### src/rtl/keypad_pkg.sv
// Shared types and helpers for the keypad event path.
package keypad_pkg;

  localparam int KEY_CODE_W = 4;

  // One queued key event; is_release=0 for a press.
  typedef struct packed {
    logic                  is_release;
    logic [KEY_CODE_W-1:0] code;
  } key_evt_t;

  // Index of the lowest set bit (0 when no bit is set).
  function automatic logic [KEY_CODE_W-1:0] lowest_set(input logic [15:0] v);
    lowest_set = '0;
    for (int i = 15; i >= 0; i--) begin
      if (v[i]) lowest_set = KEY_CODE_W'(i);
    end
  endfunction

endpackage

### src/rtl/kp_sync_fifo.sv
// First-word-fall-through FIFO of key events.
// The head entry is visible on dout_o whenever valid_o is high; dout_o is
// forced to zero while empty so stale storage never leaks out.
module kp_sync_fifo
  import keypad_pkg::*;
#(
  parameter int DEPTH = 8,
  parameter int AW    = $clog2(DEPTH)
) (
  input  logic          clk,
  input  logic          rst,
  input  logic          push_i,
  input  key_evt_t      din_i,
  input  logic          pop_i,
  output logic          valid_o,
  output key_evt_t      dout_o,
  output logic [AW:0]   count_o
);

  key_evt_t        mem_q [DEPTH];
  logic [AW-1:0]   wr_ptr_q, wr_ptr_d;
  logic [AW-1:0]   rd_ptr_q, rd_ptr_d;
  logic [AW:0]     count_q, count_d;

  assign valid_o = (count_q != '0);
  assign dout_o  = valid_o ? mem_q[rd_ptr_q] : '0;
  assign count_o = count_q;

  // Next-state for pointers and occupancy; DEPTH is a power of two so
  // pointer increments wrap on their own.
  always_comb begin
    wr_ptr_d = wr_ptr_q;
    rd_ptr_d = rd_ptr_q;
    count_d  = count_q;
    if (push_i) wr_ptr_d = wr_ptr_q + 1'b1;
    if (pop_i)  rd_ptr_d = rd_ptr_q + 1'b1;
    if (push_i && !pop_i)      count_d = count_q + 1'b1;
    else if (!push_i && pop_i) count_d = count_q - 1'b1;
  end

  // Pointer/count state with synchronous reset.
  always_ff @(posedge clk) begin
    if (rst) begin
      wr_ptr_q <= '0;
      rd_ptr_q <= '0;
      count_q  <= '0;
    end else begin
      wr_ptr_q <= wr_ptr_d;
      rd_ptr_q <= rd_ptr_d;
      count_q  <= count_d;
    end
  end

  // Storage; a push into a full FIFO with a pop lands in the slot being read
  // out this same cycle, which is safe because the read is combinational.
  always_ff @(posedge clk) begin
    if (push_i) mem_q[wr_ptr_q] <= din_i;
  end

endmodule

### src/rtl/keypad_event_queue.sv
// Keypad event queue: resynchronises debounced key levels, detects press
// edges, holds them in per-key pending bits and feeds one event per cycle
// into an FWFT FIFO. Define KEYPAD_RELEASE_EVT_EN to also queue release
// events; otherwise evt_release stays 0.
module keypad_event_queue
  import keypad_pkg::*;
#(
  parameter int N_KEYS      = 16,
  parameter int FIFO_DEPTH  = 8,
  parameter int SYNC_STAGES = 2
) (
  input  logic                          clk,
  input  logic                          rst,
  input  logic [N_KEYS-1:0]             btn_in,
  output logic                          evt_valid,
  output logic [3:0]                    evt_code,
  output logic                          evt_release,
  input  logic                          evt_ready,
  output logic [$clog2(FIFO_DEPTH):0]   evt_count,
  output logic                          overflow,
  input  logic                          clr_overflow
);

  localparam int AW = $clog2(FIFO_DEPTH);

  logic [SYNC_STAGES-1:0][N_KEYS-1:0] sync_q;
  logic [N_KEYS-1:0] btn_s, btn_q;
  logic [N_KEYS-1:0] press_edge, pend_press_q, pend_press_d;
  logic [N_KEYS-1:0] sel_mask, press_clr;
  logic [15:0]       scan_vec;
  logic [3:0]        sel_idx;
  logic              sel_rel, any_pend, full, pop, push, loss;
  logic              overflow_q, overflow_d;
  key_evt_t          push_evt, head_evt;

`ifdef KEYPAD_RELEASE_EVT_EN
  logic [N_KEYS-1:0] release_edge, pend_rel_q, pend_rel_d, rel_clr;
`endif

  assign btn_s      = sync_q[SYNC_STAGES-1];
  assign press_edge = btn_s & ~btn_q;

  // Resync chain and one-cycle delayed copy for edge detection.
  always_ff @(posedge clk) begin
    if (rst) begin
      sync_q <= '0;
      btn_q  <= '0;
    end else begin
      sync_q[0] <= btn_in;
      for (int i = 1; i < SYNC_STAGES; i++) sync_q[i] <= sync_q[i-1];
      btn_q <= btn_s;
    end
  end

  // Count MSB is only set at exactly FIFO_DEPTH entries.
  assign full = evt_count[AW];
  assign pop  = evt_valid & evt_ready;

  // Pick the lowest pending key; on a key with both kinds pending the press
  // goes first.
  always_comb begin
`ifdef KEYPAD_RELEASE_EVT_EN
    scan_vec = 16'(pend_press_q | pend_rel_q);
`else
    scan_vec = 16'(pend_press_q);
`endif
    any_pend = |scan_vec;
    sel_idx  = lowest_set(scan_vec);
`ifdef KEYPAD_RELEASE_EVT_EN
    sel_rel  = ~pend_press_q[sel_idx];
`else
    sel_rel  = 1'b0;
`endif
    push     = any_pend & (~full | pop);
    sel_mask = {{(N_KEYS-1){1'b0}}, 1'b1} << sel_idx;
    push_evt.is_release = sel_rel;
    push_evt.code       = sel_idx;
  end

  // Pending update and loss detection: an edge on a key still pending (and
  // not leaving this cycle) is merged and flagged.
  always_comb begin
    press_clr    = (push && !sel_rel) ? sel_mask : '0;
    pend_press_d = (pend_press_q & ~press_clr) | press_edge;
    loss         = |(press_edge & pend_press_q & ~press_clr);
`ifdef KEYPAD_RELEASE_EVT_EN
    release_edge = ~btn_s & btn_q;
    rel_clr      = (push && sel_rel) ? sel_mask : '0;
    pend_rel_d   = (pend_rel_q & ~rel_clr) | release_edge;
    loss         = loss | (|(release_edge & pend_rel_q & ~rel_clr));
`endif
    overflow_d = overflow_q;
    if (loss)              overflow_d = 1'b1;
    else if (clr_overflow) overflow_d = 1'b0;
  end

  // Pending bits and sticky overflow.
  always_ff @(posedge clk) begin
    if (rst) begin
      pend_press_q <= '0;
      overflow_q   <= 1'b0;
    end else begin
      pend_press_q <= pend_press_d;
      overflow_q   <= overflow_d;
    end
  end

`ifdef KEYPAD_RELEASE_EVT_EN
  // Pending release bits.
  always_ff @(posedge clk) begin
    if (rst) pend_rel_q <= '0;
    else     pend_rel_q <= pend_rel_d;
  end
`endif

  kp_sync_fifo #(.DEPTH(FIFO_DEPTH)) u_fifo (
    .clk     (clk),
    .rst     (rst),
    .push_i  (push),
    .din_i   (push_evt),
    .pop_i   (pop),
    .valid_o (evt_valid),
    .dout_o  (head_evt),
    .count_o (evt_count)
  );

  assign evt_code    = head_evt.code;
  assign evt_release = head_evt.is_release;
  assign overflow    = overflow_q;

endmodule

### config.mk
export PLATFORM = sky130hd
export DESIGN_NAME = keypad_event_queue
export DESIGN_NICKNAME = d
export VERILOG_FILES = /design/src/rtl/keypad_pkg.sv /design/src/rtl/kp_sync_fifo.sv /design/src/rtl/keypad_event_queue.sv
export SDC_FILE = /design/constraint.sdc
export NUM_CORES = 1
export LEC_CHECK = 0
export BUFFER_PORTS_ARGS = -buffer_cell sky130_fd_sc_hd__buf_2
export CAP_MARGIN = 10
export CORE_MARGIN = 5
export CORE_UTILIZATION = 30
export DETAILED_ROUTE_END_ITERATION = 10
export PLACE_DENSITY = 0.48
export SYNTH_ARGS = -nofsm -noshare
export SYNTH_HDL_FRONTEND = slang
export SYNTH_SLANG_ARGS = --single-unit
### constraint.sdc
create_clock -name clk -period 3.7 [get_ports clk]
set_input_delay 0.555 -clock clk [delete_from_list [all_inputs] [get_ports clk]]
set_output_delay 0.555 -clock clk [all_outputs]
set_load 0.03 [all_outputs]
==> results of run 1 <==
-- power groups by stage --
| stage | combinational [mW] | sequential (mW) | clock, mW |
|---|---|---|---|
| after floorplan | 0.582 | 1.49 | 0 |
| after global placement | 0.766 | 1.51 | 0 |
| after detailed placement | 0.784 | 1.51 | 0 |
| after CTS | 0.786 | 1.49 | 0.933 |
| after global routing | 0.859 | 1.50 | 0.976 |
| final | 0.770 | 1.48 | 0.891 |
-- Yosys cell counts, types with 4 or more instances --
| cell type | count |
|---|---|
| nor2b_1 | 55 |
| xor2_1 | 4 |
| nand2_1 | 14 |
| a31oi_1 | 5 |
| edfxtp_1 | 32 |
| nand3b_1 | 5 |
| mux2i_1 | 6 |
| nand2b_1 | 16 |
| mux4_2 | 8 |
| ha_1 | 5 |
| o21ai_0 | 12 |
| nor3_1 | 4 |
| clkbuf_1 | 11 |
| nor2_1 | 37 |
| inv_1 | 13 |
| a21oi_1 | 25 |
| nand3_1 | 5 |
| dfxtp_1 | 78 |
-- metrics by stage --
step | hold WS, ns | power [mW] | instance area, um2
after floorplan | 0.414 | 2.08 | 4330
after global placement | 0.417 | 2.27 | 4650
after detailed placement | 0.421 | 2.30 | 4650
after CTS | 0.394 | 3.21 | 4930
after global routing | 0.403 | 3.34 | 4930
final | 0.412 | 3.14 | 4930
-- routing by layer --
layer / vias to the layer above / GRT usage, % / part of all wire, %
li1: 1396 / - / -
met1: 1274 / 12.8 / 46
met2: 46 / 17.0 / 47
met3: 14 / 3.19 / 4.3
met4: 0 / 4.52 / 2.4
met5: - / 0 / 0
-- worst max-delay path, cell delays in order, from the launching register on --
cell	delay, ns
dfxtp_1	0.34
or4_1	0.60
nor2_1	0.19
a31oi_1	0.24
ha_1	0.30
inv_1	0.12
ha_1	0.24
a21o_1	0.17
a21oi_1	0.16
xnor2_1	0.09
or3_1	0.30
a21oi_1	0.14
-- sequential cells by signal, summed over array words and instances, names as in the netlist, named ones only --
signal and cells:
u_fifo.mem_q 32, btn_s 16, u_fifo.rd_ptr_q 3, u_fifo.wr_ptr_q 3
overflow 1, u_fifo.count_o 4, sync_q 16, pend_press_q 16
btn_q 16
-- worst max path at each step --
stage	start	endpoint	slack [ns]	cells past startpoint
global placement	pend_press_q[12]	u_fifo.count_o[3]	0.79	11
global route	pend_press_q[12]	u_fifo.count_o[3]	0.49	11
detailed placement	pend_press_q[12]	u_fifo.count_o[3]	0.74	11
floorplan	u_fifo.count_o[0]	u_fifo.count_o[3]	0.75	11
finish	pend_press_q[12]	u_fifo.count_o[3]	0.73	11
CTS	pend_press_q[12]	u_fifo.count_o[3]	0.71	11
-- final cells by class --
type,instances,area (um2),area share (%)
Multi-Input combinational cell,244,1690,34.3
Tap cell,180,225,4.57
Clock buffer,9,225,4.57
Timing Repair Buffer,31,160,3.25
Inverter,14,52.6,1.07
Clock inverter,7,50.0,1.02
Sequential cell,110,2520,51.2
-- logic make-up after synthesis --
kind of cell,Yosys count,synth area share [%]
AO/OA/AOI/OAI,64,9.86
XOR/XNOR,6,1.21
adder cells (fa/ha/maj),6,1.91
buffers and inverters,28,2.63
flip-flops,110,58.3
multiplexers,14,5.55
other,1,0.0867
AND/OR/NAND/NOR,153,20.4
==> flow_summary.json, run 1 <==
{
  "grt_setup_unrepaired": "no",
  "max_slew_margin_pct": 28.9,
  "synth_ff_type": "dfxtp_1",
  "finalSetupViolations": 0,
  "synth-seq-cells": 110,
  "drv_cap": 0,
  "r2r_end": "u_fifo.count_o[3]",
  "power.leakage_nw": 1.83,
  "period_share_pct": 80.3,
  "die_h_um": 130,
  "root_buffer": "clkbuf_16",
  "overflow": 0,
  "cts_setup_buffers": 0,
  "n_fill_cell": 1465,
  "cts_hold_buf": 0,
  "skew_ns": 0.00724,
  "cts.sinks": 110,
  "viasPerCell": 4.59,
  "drt-pass1-iter-count": 4,
  "p_sw_share_pct": 31.5,
  "clkPwrFrac_pct": 28.3,
  "htreeDepth": 3,
  "critPathLaunchType": "flip-flop",
  "drtIter0Drc": 143,
  "die_x_um": 130,
  "syn_avg_cell_area_um2": 11.3,
  "required_ns": 3.97,
  "p_int_mw": 2.15,
  "wl_per_cell_um": 13.7,
  "hold_viol": 0,
  "p_sw_uw": 991,
  "synth_top_area_share_pct": 36.1,
  "synth_edf_count": 32,
  "route.vias.total": 2730,
  "clk_path_buf_depth": 2,
  "core_area_um2": 14000,
  "seq_area_frac_synth_pct": 58.3,
  "initial_utilization_pct": 30.9,
  "drive_gt1_share_pct": 16.6,
  "grtUsageTotal_pct": 10.4,
  "clock_latency_ns": 0.35,
  "antenna_cells": 0,
  "outcome": "completed",
  "synth_top_area_cell": "dfxtp_1",
  "power_frac_comb_pct": 24.5,
  "ios": 31,
  "grt_pass1_wl_um": 13600,
  "slew_viol_final": 0,
  "syn_area_um2": 4330,
  "synth_cell_type_count": 55,
  "layout_commonest_cell": "dfxtp_1",
  "cts_tree": "built",
  "clk_pin_slew_worst_paths_ns": 0.07,
  "netlist_instances": 382,
  "gp_congestion": 0.835,
  "min_path_type": "in -> reg",
  "cts_made_buffers": 9,
  "drc": 0,
  "final_cells": 595,
  "placementRows": 43,
  "area_growth_pct": 13.9,
  "pwr-share-seq_pct": 47.2,
  "antenna_found_initial": 0,
  "io_buffer_count": 29,
  "die-area_um2": 16900,
  "critical_path_class": "reg -> reg",
  "critical_path_peak_fanout": 6,
  "postLayoutSetupSlackWorst_ns": 0.729,
  "antenna_left": 0,
  "worstMarginPinSlew_ns": 1.06,
  "fmax_ghz": 0.337,
  "fin_crit_ns": 2.97,
  "post-place-ws_ns": 0.742,
  "wl_um": 8130,
  "crit_path_end_kind": "flip-flop",
  "rr_worst_depth": 11,
  "synthTopCellsByArea": "dfxtp_1 (36%), edfxtp_1 (22%), nor2b_1 (8.0%), mux4_2 (4.2%), nor2_1 (3.2%)",
  "setup-tns-final_ns": 0,
  "grt_pass1_vias": 2729,
  "postLayoutCoreUtil_pct": 35.2,
  "layout.nets": 436,
  "peakVddDrop_uv": 399,
  "power_per_cell_area_nw_per_um2": 638,
  "final_cell_mix": "dfxtp_1 (78), nor2b_1 (55), nor2_1 (37)",
  "crit_arrival_ns": 3.24,
  "dp.cells": 579,
  "cts_resized": 0,
  "synth_nets": 408,
  "reg2reg_slack_ns": 0.73,
  "worstHoldPathCells": 2,
  "synth-async-reset-ratio_pct": 0,
  "yosysWarnings": 0,
  "r2r_start": "pend_press_q[12]",
  "grt_max_degree": 49,
  "dpl.hpwl_um": 5780,
  "hold_path_end": "sync_q[1]",
  "hp-start": "btn_in[1]"
}
Power figures use the tool's default switching activity.
==> inputs of run 2 (changes only) <==
--- a/config.mk
+++ b/config.mk
@@ -10,7 +10,7 @@
 export CORE_MARGIN = 5
 export CORE_UTILIZATION = 30
 export DETAILED_ROUTE_END_ITERATION = 10
-export PLACE_DENSITY = 0.48
+export PLACE_DENSITY = 0.5
 export SYNTH_ARGS = -nofsm -noshare
 export SYNTH_HDL_FRONTEND = slang
 export SYNTH_SLANG_ARGS = --single-unit
==> constraint.sdc (replaced) <==
create_clock -name clk -period 2.55 [get_ports clk]
set_input_delay 0.3825 -clock clk [delete_from_list [all_inputs] [get_ports clk]]
set_output_delay 0.3825 -clock clk [all_outputs]
set_load 0.03 [all_outputs]
==> run 2 against run 1 <==
Compared with the run above:
- non-clock buffer count rose by 19
- design area rose by 5.3%
- first-iteration DRC count grew 17%
- largest power group unchanged
- clock power rose by 54%
- worst setup slack got worse by 0.72 ns
- highest routed layer unchanged
- hold slack worse by 0.18 ns
- cell count increased by 3.2%
- die area unchanged
- core utilization grew 1.9 points
- fmax rose by 17%
==> flow_summary.json, run 2 (synthesis results as in run 1) <==
{
  "io_buffer_count": 29,
  "clk_pin_slew_worst_paths_ns": 0.08,
  "power.leakage_nw": 1.93,
  "setup-tns-final_ns": 0,
  "initial_utilization_pct": 30.9,
  "die_h_um": 130,
  "clock_latency_ns": 0.35,
  "layout.nets": 455,
  "critical_path_class": "reg -> reg",
  "period_share_pct": 99.4,
  "reg2reg_slack_ns": 0.01,
  "skew_ns": 0.00860,
  "worstHoldPathCells": 2,
  "htreeDepth": 3,
  "drtIter0Drc": 167,
  "dpl.hpwl_um": 5840,
  "grt_pass1_wl_um": 13800,
  "drc": 0,
  "crit_path_end_kind": "flip-flop",
  "wl_um": 8150,
  "r2r_start": "pend_press_q[14]",
  "outcome": "completed",
  "grt_max_degree": 41,
  "slew_viol_final": 0,
  "top_register": "u_fifo.mem_q",
  "finalSetupViolations": 0,
  "final_cell_mix": "dfxtp_1 (76), nor2b_1 (55), nor2_1 (36)",
  "critPathLaunchType": "flip-flop",
  "crit_end": "u_fifo.count_o[3]",
  "area_growth_pct": 19.9,
  "post-route-cell-area_um2": 5190,
  "placementRows": 43,
  "fmax_ghz": 0.394,
  "n_fill_cell": 1409,
  "clk_path_buf_depth": 2,
  "antenna_found_initial": 0,
  "overflow": 0,
  "grt_setup_unrepaired": "yes",
  "cts_hold_buf": 0,
  "die_x_um": 130,
  "max_slew_margin_pct": 54.7,
  "dpl_cell_area_um2": 4830,
  "rr_worst_depth": 11,
  "root_buffer": "clkbuf_16",
  "cp_top_family": "simple AND/OR/NAND/NOR gates",
  "ios": 31,
  "drive_gt1_share_pct": 23.3,
  "path_buf_inv": 1,
  "cts.sinks": 110,
  "cts_tree": "built",
  "drv_cap": 0,
  "power_per_cell_area_nw_per_um2": 935,
  "gp_congestion": 0.920,
  "antenna_left": 0,
  "drt-pass1-iter-count": 4,
  "required_ns": 2.84,
  "largest_reg_flops": 32,
  "worstMarginPinSlew_ns": 0.674,
  "layout_commonest_cell": "dfxtp_1",
  "cp.depth": 11,
  "min_path_type": "in -> reg",
  "crit_arrival_ns": 2.82,
  "critical_path_peak_fanout": 2,
  "r2r_end": "u_fifo.count_o[3]",
  "antenna_cells": 0,
  "slowest_stage": "or4_4",
  "fin_crit_ns": 2.54,
  "route.vias.total": 2820,
  "wl_per_cell_um": 13.3,
  "hold_viol": 0,
  "crit_path_cell_trace": "or4_4 -> nor2_4 -> a31oi_4 -> ha_4 -> inv_4 -> ha_4 -> a21o_1 -> a21oi_2 -> xnor2_1 -> or3_1 -> a21oi_2",
  "grt_pass1_vias": 2742,
  "peakVddDrop_uv": 347,
  "slowest_delay_ns": 0.56,
  "viasPerCell": 4.59,
  "grtUsageTotal_pct": 10.5,
  "core_area_um2": 14000,
  "die-area_um2": 16900,
  "cts_made_buffers": 9,
  "startpoint": "pend_press_q[14]"
}
==> run 2: cell types whose count changed in the layout (fill, tap and decap cells not counted), sizes merged <==
| cell | change |
|---|---|
| buf | +19 |
| clkinv | -4 |
| inv | +4 |
==> run 2: worst min-delay path by stage <==
stage                 to        from  slack (ns)
2_1_floorplan   btn_s[0]   sync_q[0]        0.41
3_3_place_gp   btn_s[14]  sync_q[14]        0.42
3_5_place_dp    btn_s[2]   sync_q[2]        0.42
4_1_cts        sync_q[8]   btn_in[8]        0.21
5_1_grt        sync_q[5]   btn_in[5]        0.22
6_report       sync_q[8]   btn_in[8]        0.23
==> run 2: through the flow <==
step                      setup slack, ns  power (mW)  std cells  util (%)  hold slack, ns
after detailed placement          0.00607        3.46        597      34.6           0.423
after floorplan                    0.0142        3.07        382         -           0.414
after global routing               -0.105        5.15        614      37.1           0.219
final                              0.0144        4.85        614      37.1           0.231
after global placement             0.0781        3.44        597      34.6           0.419
after CTS                       0.0000426        4.88        614      36.8           0.212
==> run 2: timing repair <==
action                     CTS  global route
buffers inserted             1             0
pin swaps                    2             9
gates resized for setup      1             7
setup endpoints to repair    1             3
==> run 2: per-layer routing <==
layer | global-route usage [%] | wire [um] | share of wire (%) | up-vias
li1 | - | - | - | 1435
met1 | 12.3 | 3690 | 45 | 1318
met5 | 0 | 0 | 0 | -
met2 | 17.1 | 3900 | 48 | 48
met3 | 3.23 | 289 | 3.5 | 19
met4 | 5.87 | 276 | 3.4 | 0
==> run 2: report_power, final <==
group / internal, mW / leakage [nW] / switching [mW] / total, mW
clock network: 0.694 / 0.146 / 0.679 / 1.37
registers: 2.01 / 0.937 / 0.155 / 2.16
logic: 0.596 / 0.850 / 0.719 / 1.32
==> run 2: area by class of cell <==
class / count / area, um2 / area share [%]
clock buffers: 9 / 225 / 4.34
clock inverters: 7 / 71.3 / 1.37
inverters: 14 / 55.1 / 1.06
multi-input cells: 244 / 1780 / 34.4
flip-flops and latches: 110 / 2520 / 48.7
well taps: 180 / 225 / 4.34
repair buffers: 50 / 303 / 5.84
==> inputs of run 3 (changes only) <==
--- a/config.mk
+++ b/config.mk
@@ -5,6 +5,7 @@
 export SDC_FILE = /design/constraint.sdc
 export NUM_CORES = 1
 export LEC_CHECK = 0
+export ABC_AREA = 1
 export BUFFER_PORTS_ARGS = -buffer_cell sky130_fd_sc_hd__buf_2
 export CAP_MARGIN = 10
 export CORE_MARGIN = 5
==> run 3 against run 2 <==
Compared with the run above:
- die area grew 2.0%
- global-route usage shrank 0.19 points
- critical path depth grew 5
- flip-flop and latch count is the same
- worst setup slack gained 0.16 ns
- routed wire length grew 5.6%
- design area grew 0.29%
- hold slack lost 0.0015 ns
- clock power is essentially flat
- synthesized cell count grew 35%
- via count grew 14%
- register-to-register slack gained 0.16 ns
- critical endpoint unchanged
- largest power group unchanged
==> flow_summary.json, run 3 <==
{
  "outcome": "completed",
  "p_sw_mw": 1.64,
  "initial_utilization_pct": 30.5,
  "power_frac_comb_pct": 28.7,
  "grt_max_degree": 35,
  "synth_top_area_cell": "dfxtp_1",
  "synth_cell_type_count": 34,
  "critical_path_peak_fanout": 4,
  "area_growth_pct": 17.7,
  "clk_pin_slew_worst_paths_ns": 0.07,
  "drv_cap": 0,
  "yosysWarnings": 0,
  "cts.sinks": 110,
  "overflow": 0,
  "power_per_cell_area_nw_per_um2": 950,
  "crit_path_end_kind": "flip-flop",
  "top_layer_used": "met4",
  "grt_pass1_vias": 3107,
  "wl_um": 8600,
  "post-place-ws_ns": 0.0621,
  "hold_path_end": "sync_q[7]",
  "min_path_type": "in -> reg",
  "fin_crit_ns": 2.37,
  "period_share_pct": 93.0,
  "cts_hold_buf": 0,
  "top_register": "u_fifo.mem_q",
  "finalSetupViolations": 0,
  "r2r_start": "pend_press_q[1]",
  "synth-async-reset-ratio_pct": 0,
  "drive_gt1_share_pct": 18.3,
  "startpoint": "pend_press_q[1]",
  "synth_edf_count": 32,
  "grt_pass1_wl_um": 14500,
  "grtUsageTotal_pct": 10.3,
  "required_ns": 2.83,
  "synth_nets": 542,
  "fmax_ghz": 0.422,
  "cp_top_family": "simple AND/OR/NAND/NOR gates",
  "seq_area_frac_synth_pct": 57.1,
  "worstHoldPathCells": 3,
  "skew_ns": 0.00572,
  "slowest_stage": "dfxtp_2",
  "m1WireLength_um": 3860,
  "die_h_um": 131,
  "antenna_left": 0,
  "placementRows": 44,
  "critPathLaunchType": "flip-flop",
  "rr_worst_depth": 16,
  "crit_path_frequent_cell": "inv_2",
  "synth-seq-cells": 110,
  "io_buffer_count": 29,
  "ios": 31,
  "multi_input_area_um2": 1550,
  "wl_per_cell_um": 11.5,
  "wl_met3_um": 343,
  "p_sw_share_pct": 33.2,
  "hold_viol": 0,
  "postLayoutSetupSlackWorst_ns": 0.179,
  "layout_commonest_cell": "nor2_1",
  "setup-tns-final_ns": 0,
  "netlist_instances": 516,
  "dpl.hpwl_um": 6300,
  "power.leakage_nw": 2.23,
  "root_buffer": "clkbuf_16",
  "peakVddDrop_uv": 560,
  "cts_made_buffers": 9,
  "clock_latency_ns": 0.35,
  "met2_length_um": 4200,
  "slew_viol_final": 0,
  "path_buf_inv": 4,
  "synth_top_cells_by_count": "nor2_1 (121), inv_1 (84), dfxtp_1 (78), nand2_1 (42), o21ai_0 (34)",
  "synth_ff_type": "dfxtp_1",
  "p_int_mw": 3.30,
  "layout.nets": 583,
  "r2r_end": "u_fifo.count_o[3]",
  "htreeDepth": 3,
  "viasPerCell": 4.30,
  "antenna_found_initial": 0,
  "critical_path_class": "reg -> reg",
  "antenna_cells": 0,
  "slowest_delay_ns": 0.33,
  "die-area_um2": 17300,
  "die_x_um": 131,
  "reg2reg_slack_ns": 0.18,
  "largest_reg_flops": 32,
  "yosysMostFrequentCell": "nor2_1",
  "hp-start": "btn_in[7]",
  "core_area_um2": 14500,
  "syn_avg_cell_area_um2": 8.57,
  "clkPwrFrac_pct": 28.0,
  "cts_tree": "built",
  "synth_top_area_share_pct": 35.3,
  "crit_path_cell_trace": "inv_4 -> nand2_4 -> nor3_4 -> inv_2 -> nor2_2 -> nand3_1 -> nand2_2 -> inv_1 -> ha_4 -> inv_2 -> ha_1 -> and3_1 -> a211oi_2 -> xor2_1 -> nand2_1 -> a21oi_2",
  "synthTopCellsByArea": "dfxtp_1 (35%), edfxtp_1 (22%), nor2_1 (10%), inv_1 (7.1%), o21ai_0 (3.8%)",
  "syn_area_um2": 4420,
  "drt-pass1-iter-count": 4,
  "pwr-share-seq_pct": 43.3,
  "drtIter0Drc": 145,
  "seq_area_um2": 2520,
  "crit_arrival_ns": 2.65,
  "clk_path_buf_depth": 2,
  "route.vias.total": 3208,
  "gp_congestion": 0.844,
  "n_fill_cell": 1485,
  "drc": 0,
  "final_cell_mix": "nor2_1 (120), inv_1 (83), dfxtp_1 (76)"
}
run 3: cell families (layout without fill, tap and decap cells):
family | after synthesis | count (layout) | synth area share [%]
xor+xnor | 3 | 3 | 0.595
simple gates | 216 | 216 | 21.9
other cells | 1 | 1 | 0.0848
buf+inv | 106 | 152 | 9.11
flops | 110 | 110 | 57.1
fa+ha+maj | 6 | 6 | 1.87
compound gates | 74 | 74 | 9.43
run 3: worst reg2reg max path, cell delays in order, from the launching register on:
cell and delay [ns]:
dfxtp_2 0.33, inv_4 0.08, nand2_4 0.07, nor3_4 0.16, inv_2 0.06, nor2_2 0.09
nand3_1 0.09, nand2_2 0.09, inv_1 0.07, ha_4 0.16, inv_2 0.08, ha_1 0.22
and3_1 0.19, a211oi_2 0.23, xor2_1 0.16, nand2_1 0.08, a21oi_2 0.14
run 3: layout make-up:
class / count / share of cell area [%]
clock buffers: 11 / 4.66
clock inverters: 5 / 1.06
inverters: 93 / 6.76
multi-input cells: 300 / 29.8
flip-flops and latches: 110 / 48.5
well taps: 184 / 4.42
repair buffers: 43 / 4.81
run 3: power groups by stage:
stage / logic (mW) / registers (mW) / clock network, mW
2_1_floorplan: 0.904 / 2.19 / 0
3_3_place_gp: 1.33 / 2.17 / 0
3_5_place_dp: 1.34 / 2.17 / 0
4_1_cts: 1.35 / 2.13 / 1.45
5_1_grt: 1.59 / 2.17 / 1.51
6_report: 1.42 / 2.14 / 1.39
run 3: worst max-delay path by stage:
stage,endpoint,slack (ns),cells past startpoint
after floorplan,u_fifo.count_o[3],0.18,11
after global placement,u_fifo.count_o[3],0.15,16
after detailed placement,u_fifo.count_o[3],0.06,16
after CTS,u_fifo.count_o[3],0.05,16
after global routing,u_fifo.count_o[3],-0.04,16
final,u_fifo.count_o[3],0.18,16
run 3: metrics by stage:
| stage | hold WS (ns) | cells | total power, mW | util, % | area (um2) |
|---|---|---|---|---|---|
| 4_1_cts | 0.212 | 743 | 4.93 | 35.4 | 5120 |
| 2_1_floorplan | 0.388 | 516 | 3.09 | - | 4420 |
| 6_report | 0.229 | 746 | 4.95 | 35.9 | 5200 |
| 3_3_place_gp | 0.390 | 727 | 3.49 | 33.3 | 4820 |
| 3_5_place_dp | 0.392 | 727 | 3.52 | 33.3 | 4820 |
| 5_1_grt | 0.218 | 746 | 5.27 | 35.9 | 5200 |
run 3: what timing repair did:
action | in CTS | in global routing
setup buffers | 0 | 3
setup endpoints to repair | 0 | 1
resized for setup | 0 | 13
run 3: layer usage:
layer | up-vias | GRT usage, %
li1 | 1705 | -
met1 | 1440 | 11.7
met2 | 47 | 17.6
met3 | 16 | 3.25
met4 | 0 | 4.91
met5 | - | 0
